**config.mk**
```make
export PLATFORM = sky130hd
export DESIGN_NAME = axis_slip_encoder_flat
export DESIGN_NICKNAME = d
export VERILOG_FILES = /design/src/rtl/axis_slip_encoder_if.sv /design/src/rtl/axis_slip_encoder.sv /design/src/flat_wrapper.sv
export SDC_FILE = /design/constraint.sdc
export NUM_CORES = 1
export LEC_CHECK = 0
export BUFFER_PORTS_ARGS = -buffer_cell sky130_fd_sc_hd__buf_4
export CORE_MARGIN = 1
export CORE_UTILIZATION = 48
export DETAILED_ROUTE_END_ITERATION = 6
export PLACE_DENSITY = 0.75
export SYNTH_ARGS = -nofsm -noshare
export SYNTH_HDL_FRONTEND = slang
export SYNTH_SLANG_ARGS = --single-unit
```
**constraint.sdc**
```tcl
create_clock -name clk -period 2.5 [get_ports clk]
set_input_delay 0.375 -clock clk [delete_from_list [all_inputs] [get_ports clk]]
set_output_delay 0.375 -clock clk [all_outputs]
set_load 0.03 [all_outputs]
```
**src/rtl/axis_slip_encoder_if.sv**
```systemverilog
// axis_slip_encoder_if -- 8-bit AXI4-Stream byte channel (tdata/tvalid/tready/tlast).
// Modports:
//   master : drives tdata, tvalid, tlast; samples tready
//   slave  : samples tdata, tvalid, tlast; drives tready
interface axis_slip_encoder_if;
  logic [7:0] tdata;
  logic       tvalid;
  logic       tready;
  logic       tlast;

  modport master (output tdata, output tvalid, output tlast, input tready);
  modport slave  (input tdata, input tvalid, input tlast, output tready);
endinterface

```
**src/rtl/axis_slip_encoder.sv**
```systemverilog
// axis_slip_encoder -- turns a tlast-framed 8-bit AXI4-Stream into a SLIP
// (RFC 1055) byte stream. In-band END/ESC bytes are escaped, and every packet
// is closed by an END byte, which is marked with m_axis.tlast=1.
//
// Ports:
//   clk     : single clock, all logic on posedge
//   arstn   : asynchronous active-low reset
//   s_axis  : packet input (slave modport), one byte per beat
//   m_axis  : encoded output (master modport), single register stage
//
// Build option:
//   SLIP_START_END_EN : when defined, each packet is also preceded by an END
//                       byte, so the stream is framed END ... END.
//
// FSM states:
//   state   | meaning
//   ST_DATA | accepting input bytes
//   ST_ESC2 | second byte of an escape sequence is pending
//   ST_END  | terminating END byte is pending
module axis_slip_encoder #(
  parameter logic [7:0] END_CHAR = 8'hC0,
  parameter logic [7:0] ESC_CHAR = 8'hDB,
  parameter logic [7:0] ESC_END  = 8'hDC,
  parameter logic [7:0] ESC_ESC  = 8'hDD
) (
  input  logic                       clk,
  input  logic                       arstn,
  axis_slip_encoder_if.slave         s_axis,
  axis_slip_encoder_if.master        m_axis
);

  typedef enum logic [1:0] {
    ST_DATA = 2'd0,
    ST_ESC2 = 2'd1,
    ST_END  = 2'd2
  } state_t;

  state_t     state, state_nxt;
  logic [7:0] pend_byte;
  logic       pend_last;
  logic [7:0] out_data;
  logic       out_valid;
  logic       out_last;

  logic       free;
  logic       accept;
  logic       is_special;
  logic       sop_block;
  logic       load;
  logic [7:0] load_data;
  logic       load_last;

  // The output register can take a new byte when empty or being drained.
  assign free       = !out_valid || m_axis.tready;
  assign is_special = (s_axis.tdata == END_CHAR) || (s_axis.tdata == ESC_CHAR);

`ifdef SLIP_START_END_EN
  logic sop;
  logic sop_set;
  logic sop_clr;

  // sop marks that the next packet still needs its leading END.
  always_ff @(posedge clk or negedge arstn) begin
    if (!arstn)       sop <= 1'b1;
    else if (sop_set) sop <= 1'b1;
    else if (sop_clr) sop <= 1'b0;
  end

  assign sop_block = sop;
`else
  assign sop_block = 1'b0;
`endif

  // Gated by arstn so nothing is accepted while reset is held.
  assign s_axis.tready = arstn && (state == ST_DATA) && free && !sop_block;
  assign accept        = s_axis.tvalid && s_axis.tready;

  // State register
  always_ff @(posedge clk or negedge arstn) begin
    if (!arstn) state <= ST_DATA;
    else        state <= state_nxt;
  end

  // Next-state logic
  always_comb begin
    state_nxt = state;
    case (state)
      ST_DATA: begin
        if (accept) begin
          if (is_special)         state_nxt = ST_ESC2;
          else if (s_axis.tlast)  state_nxt = ST_END;
        end
      end
      ST_ESC2: if (free) state_nxt = pend_last ? ST_END : ST_DATA;
      ST_END:  if (free) state_nxt = ST_DATA;
      default: state_nxt = ST_DATA;
    endcase
  end

  // Output logic: what, if anything, goes into the output register this cycle
  always_comb begin
    load      = 1'b0;
    load_data = 8'h00;
    load_last = 1'b0;
`ifdef SLIP_START_END_EN
    sop_set   = 1'b0;
    sop_clr   = 1'b0;
`endif
    case (state)
      ST_DATA: begin
`ifdef SLIP_START_END_EN
        // Leading END only once a packet is actually waiting, so idle gaps
        // do not emit extra delimiters. tready is low here, so no accept.
        if (sop && s_axis.tvalid && free) begin
          load      = 1'b1;
          load_data = END_CHAR;
          sop_clr   = 1'b1;
        end
`endif
        if (accept) begin
          load      = 1'b1;
          load_data = is_special ? ESC_CHAR : s_axis.tdata;
        end
      end
      ST_ESC2: begin
        if (free) begin
          load      = 1'b1;
          load_data = pend_byte;
        end
      end
      ST_END: begin
        if (free) begin
          load      = 1'b1;
          load_data = END_CHAR;
          load_last = 1'b1;
`ifdef SLIP_START_END_EN
          sop_set   = 1'b1;
`endif
        end
      end
      default: ;
    endcase
  end

  // Second escape byte and whether it closes the packet
  always_ff @(posedge clk or negedge arstn) begin
    if (!arstn) begin
      pend_byte <= 8'h00;
      pend_last <= 1'b0;
    end else if (accept && is_special) begin
      pend_byte <= (s_axis.tdata == END_CHAR) ? ESC_END : ESC_ESC;
      pend_last <= s_axis.tlast;
    end
  end

  // Output register: data/last only change on a load, so they hold while stalled.
  always_ff @(posedge clk or negedge arstn) begin
    if (!arstn) begin
      out_valid <= 1'b0;
      out_data  <= 8'h00;
      out_last  <= 1'b0;
    end else if (load) begin
      out_valid <= 1'b1;
      out_data  <= load_data;
      out_last  <= load_last;
    end else if (free) begin
      out_valid <= 1'b0;
    end
  end

  assign m_axis.tdata  = out_data;
  assign m_axis.tvalid = out_valid;
  assign m_axis.tlast  = out_last;

endmodule

```
**src/flat_wrapper.sv**
```systemverilog
// flat-port wrapper written by rule: the top's interface ports become plain ports
module axis_slip_encoder_flat 
#(
  parameter logic [7:0] END_CHAR = 8'hC0,
  parameter logic [7:0] ESC_CHAR = 8'hDB,
  parameter logic [7:0] ESC_END  = 8'hDC,
  parameter logic [7:0] ESC_ESC  = 8'hDD
)
  (clk, arstn, s_axis_tdata, s_axis_tvalid, s_axis_tlast, s_axis_tready, m_axis_tdata, m_axis_tvalid, m_axis_tlast, m_axis_tready);
  axis_slip_encoder_if s_axis_i ();
  axis_slip_encoder_if m_axis_i ();
  input  logic clk;
  input  logic arstn;
  input wire logic [$bits(s_axis_i.tdata)-1:0] s_axis_tdata;
  input wire logic [$bits(s_axis_i.tvalid)-1:0] s_axis_tvalid;
  input wire logic [$bits(s_axis_i.tlast)-1:0] s_axis_tlast;
  output wire logic [$bits(s_axis_i.tready)-1:0] s_axis_tready;
  output wire logic [$bits(m_axis_i.tdata)-1:0] m_axis_tdata;
  output wire logic [$bits(m_axis_i.tvalid)-1:0] m_axis_tvalid;
  output wire logic [$bits(m_axis_i.tlast)-1:0] m_axis_tlast;
  input wire logic [$bits(m_axis_i.tready)-1:0] m_axis_tready;
  assign s_axis_i.tdata = s_axis_tdata;
  assign s_axis_i.tvalid = s_axis_tvalid;
  assign s_axis_i.tlast = s_axis_tlast;
  assign s_axis_tready = s_axis_i.tready;
  assign m_axis_tdata = m_axis_i.tdata;
  assign m_axis_tvalid = m_axis_i.tvalid;
  assign m_axis_tlast = m_axis_i.tlast;
  assign m_axis_i.tready = m_axis_tready;
  axis_slip_encoder #(.END_CHAR(END_CHAR), .ESC_CHAR(ESC_CHAR), .ESC_END(ESC_END), .ESC_ESC(ESC_ESC)) u_core (.clk(clk), .arstn(arstn), .s_axis(s_axis_i), .m_axis(m_axis_i));
endmodule
```
### Word-level counts from Yosys, hierarchy flattened

Cells that the tools add are included.

| operators by class | value |
|---|---|
| eq/ne operators | 8 |
| muxes and demuxes | 19 |
| reductions and logical operators | 11 |

Operator list:

| operator | count |
|---|---|
| 8-bit two-way mux | 4 |
| 8-bit case mux with 3 select lines | 1 |
| 8-bit equality test (second input constant) | 2 |
| 2-bit two-way mux | 6 |
| 1-bit two-way mux | 6 |
| 2-bit by 1-bit != test with 1-bit output (second input constant) | 3 |
| 2-bit case mux with 3 select lines | 1 |
| 1-bit logical AND | 4 |
| 4-bit AND reduction | 1 |
| 3-bit by 2-bit != test with 1-bit output (second input constant) | 1 |
| 2-bit by 1-bit equality test with 1-bit output (second input constant) | 1 |
| 2-bit equality test (second input constant) | 1 |
| 2-bit zero test | 1 |
| 1-bit logical OR | 2 |
| 1-bit case mux with 2 select lines | 1 |
| 2-bit nonzero test | 1 |
| 2-bit OR reduction | 1 |
| 1-bit zero test | 1 |

| word-level totals | value |
|---|---|
| bits in registers | 21 |
| bits of input ports | 13 |
| output and inout bits | 11 |
| logic and storage cells | 44 |

### Longest topological paths before layout

Gate-level depths: netlist (run 1).

| depth | value |
|---|---|
| depth after elaboration | 7 |
| depth in mapped cells | 7 |
| gate-level depth less buffers | 6 |

### Worst setup path before layout (run 1)

Ideal clock, no wire load.

| timing path | value |
|---|---|
| path type | register to register |
| from | register u_core.out_valid, in the netlist u_core.m_axis.tvalid |
| to | register u_core.out_data[1], in the netlist u_core.m_axis.tdata[1] |
| library setup time | 0.136 ns |
| data arrival time | 1.528 ns |
| data required time | 2.364 ns |
| slack | 0.836 ns |
| stages on the path, launching flop included | 7 |
| path buffers | 2 |
| clock period less this slack | 1.664 ns |
| path through | dfrtp_1 nor2b_1 clkbuf_1 or3_1 clkbuf_1 nand2_1 o21ai_0 |

| between the ends | value |
|---|---|
| cells in the longest elaborated chain, start to end | 6 |
| elaborated cells on any way between the ends | 10 |
| those cells by class | mux (6); reduce/logical (4) |

RTL lines:

| item | RTL line | text |
|---|---|---|
| start: declaration | axis_slip_encoder.sv:42 | `logic out_valid;` |
| start signal: assignment | axis_slip_encoder.sv:159 | `out_valid <= 1'b0;` |
| start signal: assignment | axis_slip_encoder.sv:163 | `out_valid <= 1'b1;` |
| start signal: assignment | axis_slip_encoder.sv:167 | `out_valid <= 1'b0;` |
| 1-bit zero test (*) | axis_slip_encoder.sv:54 | `assign free = !out_valid \|\| m_axis.tready;` |
| 1-bit logical OR (*) | axis_slip_encoder.sv:54 |  |
| 1-bit logical AND | axis_slip_encoder.sv:75 | `assign s_axis.tready = arstn && (state == ST_DATA) && free && !sop_block;` |
| 1-bit logical AND | axis_slip_encoder.sv:76 | `assign accept = s_axis.tvalid && s_axis.tready;` |
| 8-bit two-way mux or 1-bit two-way mux (tied branches) | axis_slip_encoder.sv:120 | `if (accept) begin` |
| 8-bit case mux with 3 select lines or 1-bit case mux with 2 select lines (tied branches) | axis_slip_encoder.sv:109 | `case (state)` |
| end signal: assignment | axis_slip_encoder.sv:164 | `out_data <= load_data;` |
| end: declaration | axis_slip_encoder.sv:41 | `logic [7:0] out_data;` |

Every way passes the cells marked *; elsewhere a longest branch is shown, timed or not.
A chain may end at the register's enable or synchronous reset.

### Worst setup path after layout (run 1)

| timing path | value |
|---|---|
| from | input port arstn |
| to | register u_core.pend_last |

| between the ends | value |
|---|---|
| cells in the longest elaborated chain, start to end | 4 |

RTL lines:

| item | RTL line | text |
|---|---|---|
| start: declaration | flat_wrapper.sv:13 | `input logic arstn;` |
| 1-bit logical AND (2 in a row) | axis_slip_encoder.sv:75 |  |
| 1-bit logical AND | axis_slip_encoder.sv:76 |  |
| 1-bit logical AND | axis_slip_encoder.sv:150 | `end else if (accept && is_special) begin` |
| end signal: assignment | axis_slip_encoder.sv:152 | `pend_last <= s_axis.tlast;` |
| end: declaration | axis_slip_encoder.sv:40 | `logic pend_last;` |

No other way between the ends.

==> metrics, run 1 <==
maxcap violations=0; GPL Wtd Cong=0.781; Leak=0.487 nW; Post-Synthesis Cells=87; Post-synth ARST share=100%; CTS clk-pin slew, worst paths=0.09 ns; Vias per Instance=5.74; diodes inserted=0; kind of end point of the critical path=register; most common cell after layout, fill and taps aside=buf_4; post-synth top area share=between 40% and 50%; fin. max-slew vios=0; Initial Util=a little over half; P&R area growth vs syn=26.1%; CTS resizes=0; Port Buffers=23; Die Height=around 44 um; Overflow after GRT=0; post-synth top area cell=dfrtp_1; Post-Place Cells=123; highest clock rate=522 MHz; M2 GR Usage=36.4%; crit-path max FO=18; Die ar.=between 1500 and 2000 um2; largest net degree at the start of global routing=19; CP startpoint kind=input port; IO Count=24; worst slew pin tran=0.598 ns; non-filler cells, final=around 130; RSZ-0062 raised after global routing=no; Synth Register Bits=15; Worst Path Arrival=2.09 ns; post-synthesis cell area=just over 800 um2; Power Dens Cells=1040 nW/um2; initial antenna violation count=0; post-route minimum period=1.92 ns; yosys warns=0; H-tree levels=1; initial DRC count=15; GRT Max-Usage Layer=met2; failing checks=design-rule violations; Placeable Area=1560 um2; synth top area cells=dfrtp_1 (45%), o21ai_0 (6.6%), ha_1 (6.0%), nand2_1 (5.0%), a31oi_1 (3.8%); setup_tns=0 ns; hpwl dp=1.43 mm; CTS Buffer Depth=2; critical path required time=2.67 ns; Post-Syn Nets=104; number of flops mapped to enable cells by yosys=0; VDD IR max=0.602 mV; routed wire length=1.77 mm; CTS sink count=15; nets@finish=130; Root Driver=clkbuf_4; Hold Path Class=input port to register; post-synthesis sequential area ratio=45.2%; final clock skew=0.00455 ns; drt drc=8; Final Hold Fails=0; width of the chip=43.6 um; vias in the first global route=about 700; Post-synth top flop=dfrtp_1; commonest non-fill, non-tap cells in the layout=buf_4 (23), dfrtp_1 (15), nand2_1 (11), o21ai_0 (11), nor2_1 (6); Mean Syn Cell Area=9.54 um2; Num CTS Buffers=3; Rel. slew slack=60.0%; All-Layer GR Usage=20.9%; synth unique cells=30; met1 usage=between 20% and 30%; Clk Latency, worst-skew pair=0.28 ns; fin crit share=between 70% and 80%; wire per inst=about 14 um; Routed Antenna Nets=0; Pre-antenna DRT Iters=7; Power Total=about 1.1 mW; run status=complete, but fails checks; CTS tree=yes; M3 GR Usage=3.75%; row cnt=14; vias=735; share of post-route cells with drive strength above 1=between 30% and 40%; Setup violations, final=0; crit path kind=input port to register; first-pass GRT wire length=2.92 mm
==> layer usage <==
| layer | vias up | share of wire, % |
|---|---|---|
| met4 | 0 | 1.0 |
| li1 | 368 | - |
| met2 | 19 | 50 |
| met1 | 344 | 44 |
| met3 | 4 | 4.4 |
| met5 | - | 0 |
==> worst max-delay path: stages <==
cell and delay (ns):
dlygate4sd3_1 0.52, buf_4 0.24, nand2_1 0.15, nor3_4 0.34, nand2_2 0.14, mux2_4 0.32
==> cell usage after synthesis (2+ instances only) <==
cell,count
o21ai_0,11
ha_1,4
nand2b_1,2
nor2_1,6
clkbuf_1,2
a21oi_1,5
nor4_1,2
nand3_1,3
inv_1,3
nand2_1,11
dfrtp_1,15
a31oi_1,5
==> through the flow <==
stage	utilization, %	setup slack, ns	instance area [um2]	hold slack, ns
finish	67.1	0.583	1050	0.334
global route	67.1	0.439	1050	0.332
CTS	67.1	0.575	1050	0.331
detailed placement	64.8	0.708	1010	0.251
global placement	64.8	0.752	1010	0.249
floorplan	-	0.836	830	0.0794
==> path summary, 6_finish.rpt <==
path	to	slack, ns	cells past startpoint	from
min in group asynchronous	u_core.m_axis.tdata[0]	0.49	2	arstn
worst max-delay path	u_core.pend_last	0.58	6	arstn
worst min-delay path	u_core.m_axis.tdata[5]	0.33	3	s_axis_tdata[5]
max in group asynchronous	u_core.m_axis.tlast	1.82	2	arstn
worst max register to register	u_core.pend_last	0.72	6	u_core.state[0]
worst min register to register	u_core.m_axis.tdata[7]	0.49	2	u_core.m_axis.tdata[7]
==> registers in the layout, summed over array words and instances (netlist names) <==
name                  cells
u_core.pend_byte          2
u_core.pend_last          1
u_core.state              2
u_core.m_axis.tdata       8
u_core.m_axis.tvalid      1
u_core.m_axis.tlast       1
==> what timing repair did <==
action,in CTS,in global routing
hold buffers,1,0
setup buffers,0,0
endpoints found under the hold margin,15,0
==> report_power, final <==
| group | internal [mW] | total (mW) | switching [mW] |
|---|---|---|---|
| combinational | 0.219 | 0.585 | 0.367 |
| sequential | 0.324 | 0.368 | 0.0443 |
| clock | 0.0619 | 0.137 | 0.0756 |
| total | 0.604 | 1.09 | 0.486 |
==> cells by family after synthesis <==
group | synth area share [%]
AND/OR/NAND/NOR | 22.8
AO/OA/AOI/OAI | 21.3
flip-flops | 45.2
buffers and inverters | 2.87
adder cells (fa/ha/maj) | 6.03
multiplexers | 1.81
==> area by class of cell <==
class	instances	area [um2]
clock buffers	4	26.3
fillers	139	513
inverters	3	11.3
multi-input cells	66	430
flip-flops and latches	15	375
well taps	16	20.0
repair buffers	24	183
(Power assumes the default switching activity.)
==> run 2: changes to the inputs <==
ABC_AREA = 1   (was unset)
PLACE_DENSITY = 0.74   (was 0.75)
clock period = 1.9 ns   (was 2.5 ns; I/O delays follow)
==> metrics, run 2 <==
final clock skew=0.00276 ns (-0.00178 ns); GPL Wtd Cong=0.819 (+4.8%); All-Layer GR Usage=20.8% (about the same); drt drc=0 (-8); largest net degree at the start of global routing=17 (-2); Overflow after GRT=0 (unchanged); Setup violations, final=0 (unchanged); H-tree levels=1 (unchanged); post-synth top area cell=dfrtp_1; initial DRC count=24 (+9); hold slack=0.269 ns (-0.0647 ns); commonest non-fill, non-tap cells in the layout=nand2_1 (36), buf_4 (23), inv_1 (22), nor2_1 (20), dfrtp_1 (15); setup_tns=0 ns (unchanged); kind of end point of the critical path=output port; Num CTS Buffers=3 (unchanged); Clk Latency, worst-skew pair=0.28 ns (about the same); RSZ-0062 raised after global routing=no; first-pass GRT wire length=2.99 mm (+2.4%); CTS tree=yes; Leak=0.647 nW (+33%); Most common cell on crit path=buf_4; initial antenna violation count=0 (unchanged); yosys warns=0 (unchanged); maxcap violations=0 (unchanged); top-count cell post-synth=nand2_1; run status=finished, final reports clean; synth unique cells=15 (-50%); fin crit share=89.8%; Post-Syn Nets=139 (+34%); critical path required time=1.62 ns (-1.05 ns); Port Buffers=23 (unchanged); Post-Synthesis Cells=122 (+40%); worst path cell trace=dlygate4sd3_1 -> buf_4 -> nand2_2 -> nor2_1 -> buf_4; worst hold start=s_axis_tdata[1]; share of post-route cells with drive strength above 1=21.3% (-9.0 points); Place WS=0.261 ns (-0.447 ns); width of the chip=44.8 um (+2.8%); post-synth top area share=42.7% (-2.5 points); row cnt=15 (+1); Root Driver=clkbuf_4; routed wire length=1.90 mm (+7.6%); highest clock rate=a little under 600 MHz; diodes inserted=0 (unchanged); Die Height=44.8 um (+2.8%); Rel. slew slack=78.6% (+19 points); worst r2r src=u_core.state[0]; setup ws final=0.194 ns (-0.389 ns); Worst Path Arrival=1.42 ns (-0.67 ns); CP startpoint kind=input port; worst slew pin tran=0.320 ns (-0.279 ns); Post-Place Cells=170 (+38%); CTS sink count=15 (unchanged); VDD IR max=0.868 mV (+44%); synth top area cells=dfrtp_1 (43%), nand2_1 (15%), inv_1 (9.4%), nor2_1 (8.5%), ha_1 (5.7%); Placeable Area=1730 um2 (+11%); fill cell count=169 (+22%); CTS clk-pin slew, worst paths=0.09 ns (about the same); post-route minimum period=1.71 ns; largest stage delay on the critical path=0.53 ns (about the same); Synth Register Bits=15 (unchanged); Post-synth ARST share=100% (unchanged); post-synthesis cell area=878 um2 (+5.9%); P&R area growth vs syn=27.4%; CTS Buffer Depth=2 (unchanged); crit-path max FO=16 (-2); Routed Antenna Nets=0 (unchanged); number of flops mapped to enable cells by yosys=0 (unchanged); Final Hold Fails=0 (unchanged); post-synthesis sequential area ratio=42.7% (-2.5 points); Initial Util=50.9% (-2.3 points); Hold Path Class=input port to register; Post-synth top cells=nand2_1 (36), inv_1 (22), nor2_1 (20); nets@finish=168 (+29%); most common cell after layout, fill and taps aside=nand2_1; Die ar.=2000 um2 (+5.6%); vias=803 (+9.3%); wire per inst=10.9 um (-21%); hpwl dp=1.50 mm (+4.9%); Vias per Instance=4.59 (-20%); crit path kind=input port to output port; fin. max-slew vios=0 (unchanged); vias in the first global route=701 (-0.57%); Worst Setup SP=arstn; CTS resizes=0 (unchanged); Pre-antenna DRT Iters=5 (-2); max FFs per register=8 (unchanged); non-filler cells, final=175 (+37%); Mean Syn Cell Area=7.20 um2 (-24%); IO Count=24 (unchanged); Post-synth top flop=dfrtp_1; slowest stage cell, crit path=dlygate4sd3_1; Power Dens Cells=1400 nW/um2 (+35%)
## run 2: changes by cell type after synthesis, sizes merged, moves of 2 or more
cell    before  now
nand2b       2    0
a21oi        6    9
clkbuf       2    0
nand2       12   38
a31oi        5    0
inv          3   23
nor2         6   20
o21ai       12    4
nand3        3    7
nor4         2    0
nor3         2    0
## run 2: cell type report
| type | count | area [um2] | share of cell area (%) |
|---|---|---|---|
| Multi-Input combinational cell | 83 | 409 | 36.6 |
| Timing Repair Buffer | 24 | 183 | 16.3 |
| Tap cell | 25 | 31.3 | 2.80 |
| Sequential cell | 15 | 375 | 33.6 |
| Inverter | 24 | 93.8 | 8.39 |
| Clock buffer | 4 | 26.3 | 2.35 |
## run 2: routing by layer
layer  up-vias  track usage (%)  routed length (um)
met2        23             37.4                 913
met3         6             2.80                 100
li1        422                -                   -
met5         -                0                   0
met1       352             25.4                 858
met4         0             7.88                  29
## run 2: cells by family (layout without fill, tap and decap cells)
kind of cell / count (synthesis) / count (layout) / share of synthesized area [%]
buffers and inverters: 24 / 52 / 10.7
AO/OA/AOI/OAI: 13 / 13 / 8.69
AND/OR/NAND/NOR: 66 / 66 / 32.2
adder cells (fa/ha/maj): 4 / 4 / 5.70
flip-flops: 15 / 15 / 42.7
## run 2: where the power goes
group	switching, mW	internal, mW	leakage, nW	total (mW)
Combinational	0.558	0.323	0.452	0.881
Sequential	0.0695	0.435	0.180	0.504
Clock	0.103	0.0815	0.0150	0.184
Total	0.731	0.839	0.647	1.57
## run 2: worst max-delay path: cells and delay by family
kind / cells / cell delay, ns
buffers and inverters: 3 / 0.93
and+or+nand+nor: 2 / 0.20
## run 2: through the flow
step	util, %	cell area, um2	total power [mW]
floorplan	-	878	1.11
global placement	62.7	1080	1.38
detailed placement	62.7	1080	1.39
CTS	64.8	1120	1.58
global route	64.8	1120	1.68
finish	64.8	1120	1.57
## run 2: final timing paths
kind	endpoint	slack, ns	depth (start not counted)
worst max register to register	u_core.m_axis.tdata[0]	0.23	10
worst min register to register	u_core.pend_byte[6]	0.48	2
worst max-delay path	s_axis_tready	0.19	5
worst min-delay path	u_core.m_axis.tdata[1]	0.27	3
max in group asynchronous	u_core.m_axis.tdata[4]	1.32	2
min in group asynchronous	u_core.m_axis.tvalid	0.39	2
## run 2: what timing repair did
action | in CTS | in global routing
setup buffers | 0 | 0
hold endpoints to repair | 15 | 0
hold buffers | 1 | 0
==> run 3: changes to the inputs <==
BUFFER_PORTS_ARGS = unset   (was -buffer_cell sky130_fd_sc_hd__buf_4)
DONT_BUFFER_PORTS = 1   (was unset)
PLACE_DENSITY = unset   (was 0.74)
==> metrics, run 3 (synthesis gave the netlist of run 2 again) <==
setup_tns=0 ns (unchanged); Setup Buffers After CTS=0 (unchanged); register share of total power=50.8% (+19 points); IO Count=24 (unchanged); clock power share=14.1% (+2.3 points); first-pass GRT wire length=2.94 mm (-1.6%); Vias per Instance=4.68 (+2.0%); fin crit share=87.7% (-2.1 points); RSZ-0062 raised after global routing=no; Final Hold Fails=0 (unchanged); crit-path max FO=4 (-12); final instance area=953 um2 (-15%); P_int=0.700 mW (-17%); Rel. slew slack=54.2% (-24 points); CP startpoint kind=register; share of post-route cells with drive strength above 1=7.81% (-14 points); most common cell after layout, fill and taps aside=nand2_1; initial DRC count=14 (-42%); largest stage delay on the critical path=0.42 ns (-0.11 ns); Die ar.=2000 um2 (unchanged); Hold Path Class=input port to register; maxcap violations=0 (unchanged); critical path required time=1.62 ns (about the same); Power Total=1.41 mW (-10%); fin. max-slew vios=0 (unchanged); routed wire length=1.76 mm (-7.6%); Setup violations, final=0 (unchanged); VDD IR max=0.714 mV (-18%); Post-Route Utilization=55.2% (-9.6 points); CTS tree=yes; kind of end point of the critical path=output port; final clock skew=0.00426 ns (+0.00150 ns); worst slew pin tran=0.684 ns (+0.365 ns); max FFs per register=8 (unchanged); Die Height=44.8 um (unchanged); hold slack=0.147 ns (-0.123 ns); Sw Ratio=50.3% (+3.7 points); Place WS=0.262 ns (+0.000891 ns); CTS resizes=0 (unchanged); Power Dens Cells=1480 nW/um2 (+5.2%); run status=finished, final reports clean; P_sw=0.707 mW (-3.2%); vias in the first global route=670 (-4.4%); CTS Buffer Depth=2 (unchanged); non-filler cells, final=153 (-13%); drt drc=0 (unchanged); CTS clk-pin slew, worst paths=0.09 ns (about the same); initial antenna violation count=0 (unchanged); Initial Util=50.9% (unchanged); Comb pwr share=35.1% (-21 points); Pre-antenna DRT Iters=4 (-1); width of the chip=44.8 um (unchanged); P&R area growth vs syn=8.55%; vias=716 (-11%); hpwl dp=1.37 mm (-8.4%); Leak=0.540 nW (-17%); H-tree levels=1 (unchanged); post-route minimum period=1.67 ns (-0.0393 ns); Port Buffers=0 (-100%); crit path kind=register to output port; worst path cell trace=inv_1 -> ha_1 -> nand2_2 -> nor2_1 -> buf_4; Post-Place Cells=148 (-13%); Clk Latency, worst-skew pair=0.30 ns (+0.02 ns); diodes inserted=0 (unchanged); Overflow after GRT=0 (unchanged); setup ws final=0.233 ns (+0.0393 ns); nets@finish=146 (-13%); row cnt=15 (unchanged); highest clock rate=600 MHz (+2.4%); slowest stage cell, crit path=dfrtp_1; Root Driver=clkbuf_4; Routed Antenna Nets=0 (unchanged); largest net degree at the start of global routing=16 (-1); commonest non-fill, non-tap cells in the layout=nand2_1 (36), inv_1 (22), nor2_1 (20), dfrtp_1 (15), a21oi_1 (8); Worst Path Arrival=1.38 ns (-0.04 ns); DP Area=917 um2 (-15%); GPL Wtd Cong=0.803 (-1.9%); wire per inst=11.5 um (+5.7%); Num CTS Buffers=3 (unchanged); All-Layer GR Usage=21.2% (+0.35 points); Placeable Area=1730 um2 (unchanged); CTS sink count=15 (unchanged)
[run 3: critical path: cells and delay by family (launching register included)]
family	cells	cell delay, ns
flip-flops	1	0.42
adder cells (fa/ha/maj)	1	0.22
buffers and inverters	2	0.26
AND/OR/NAND/NOR	2	0.18
[run 3: power by group through the flow]
stage | sequential [mW] | combinational [mW] | clock (mW)
2_1_floorplan | 0.706 | 0.405 | 0
6_report | 0.715 | 0.494 | 0.199
4_1_cts | 0.718 | 0.500 | 0.205
3_5_place_dp | 0.725 | 0.489 | 0
3_3_place_gp | 0.721 | 0.488 | 0
5_1_grt | 0.730 | 0.592 | 0.212
[run 3: cell type report]
type	instances	area, um2
Clock buffer	4	26.3
Fill cell	178	773
Inverter	24	93.8
Multi-Input combinational cell	83	409
Sequential cell	15	375
Tap cell	25	31.3
Timing Repair Buffer	2	17.5
[run 3: routing by layer]
metal  wire length (um)  track usage, %  share of wire (%)
met1                831            27.7                 47
met3                 97            6.00                5.5
met2                813            31.2                 46
met4                 14            12.7               0.80
met5                  0               0                  0
[run 3: path summary, 6_finish.rpt]
path,slack [ns],endpoint,start,cells after the start
max,0.23,s_axis_tready,u_core.state[0],5
min,0.15,u_core.m_axis.tdata[1],s_axis_tdata[1],2
max reg2reg,0.26,u_core.m_axis.tdata[0],u_core.state[0],9
min reg2reg,0.47,u_core.pend_byte[6],u_core.pend_byte[6],2
max in group asynchronous,1.01,u_core.state[0],arstn,1
min in group asynchronous,0.46,u_core.m_axis.tdata[5],arstn,1
[run 3: repair_timing]
item                                    in CTS  in global routing
hold buffers                                 1                  0
endpoints found under the setup margin       0                  0
hold endpoints to repair                    15                  0
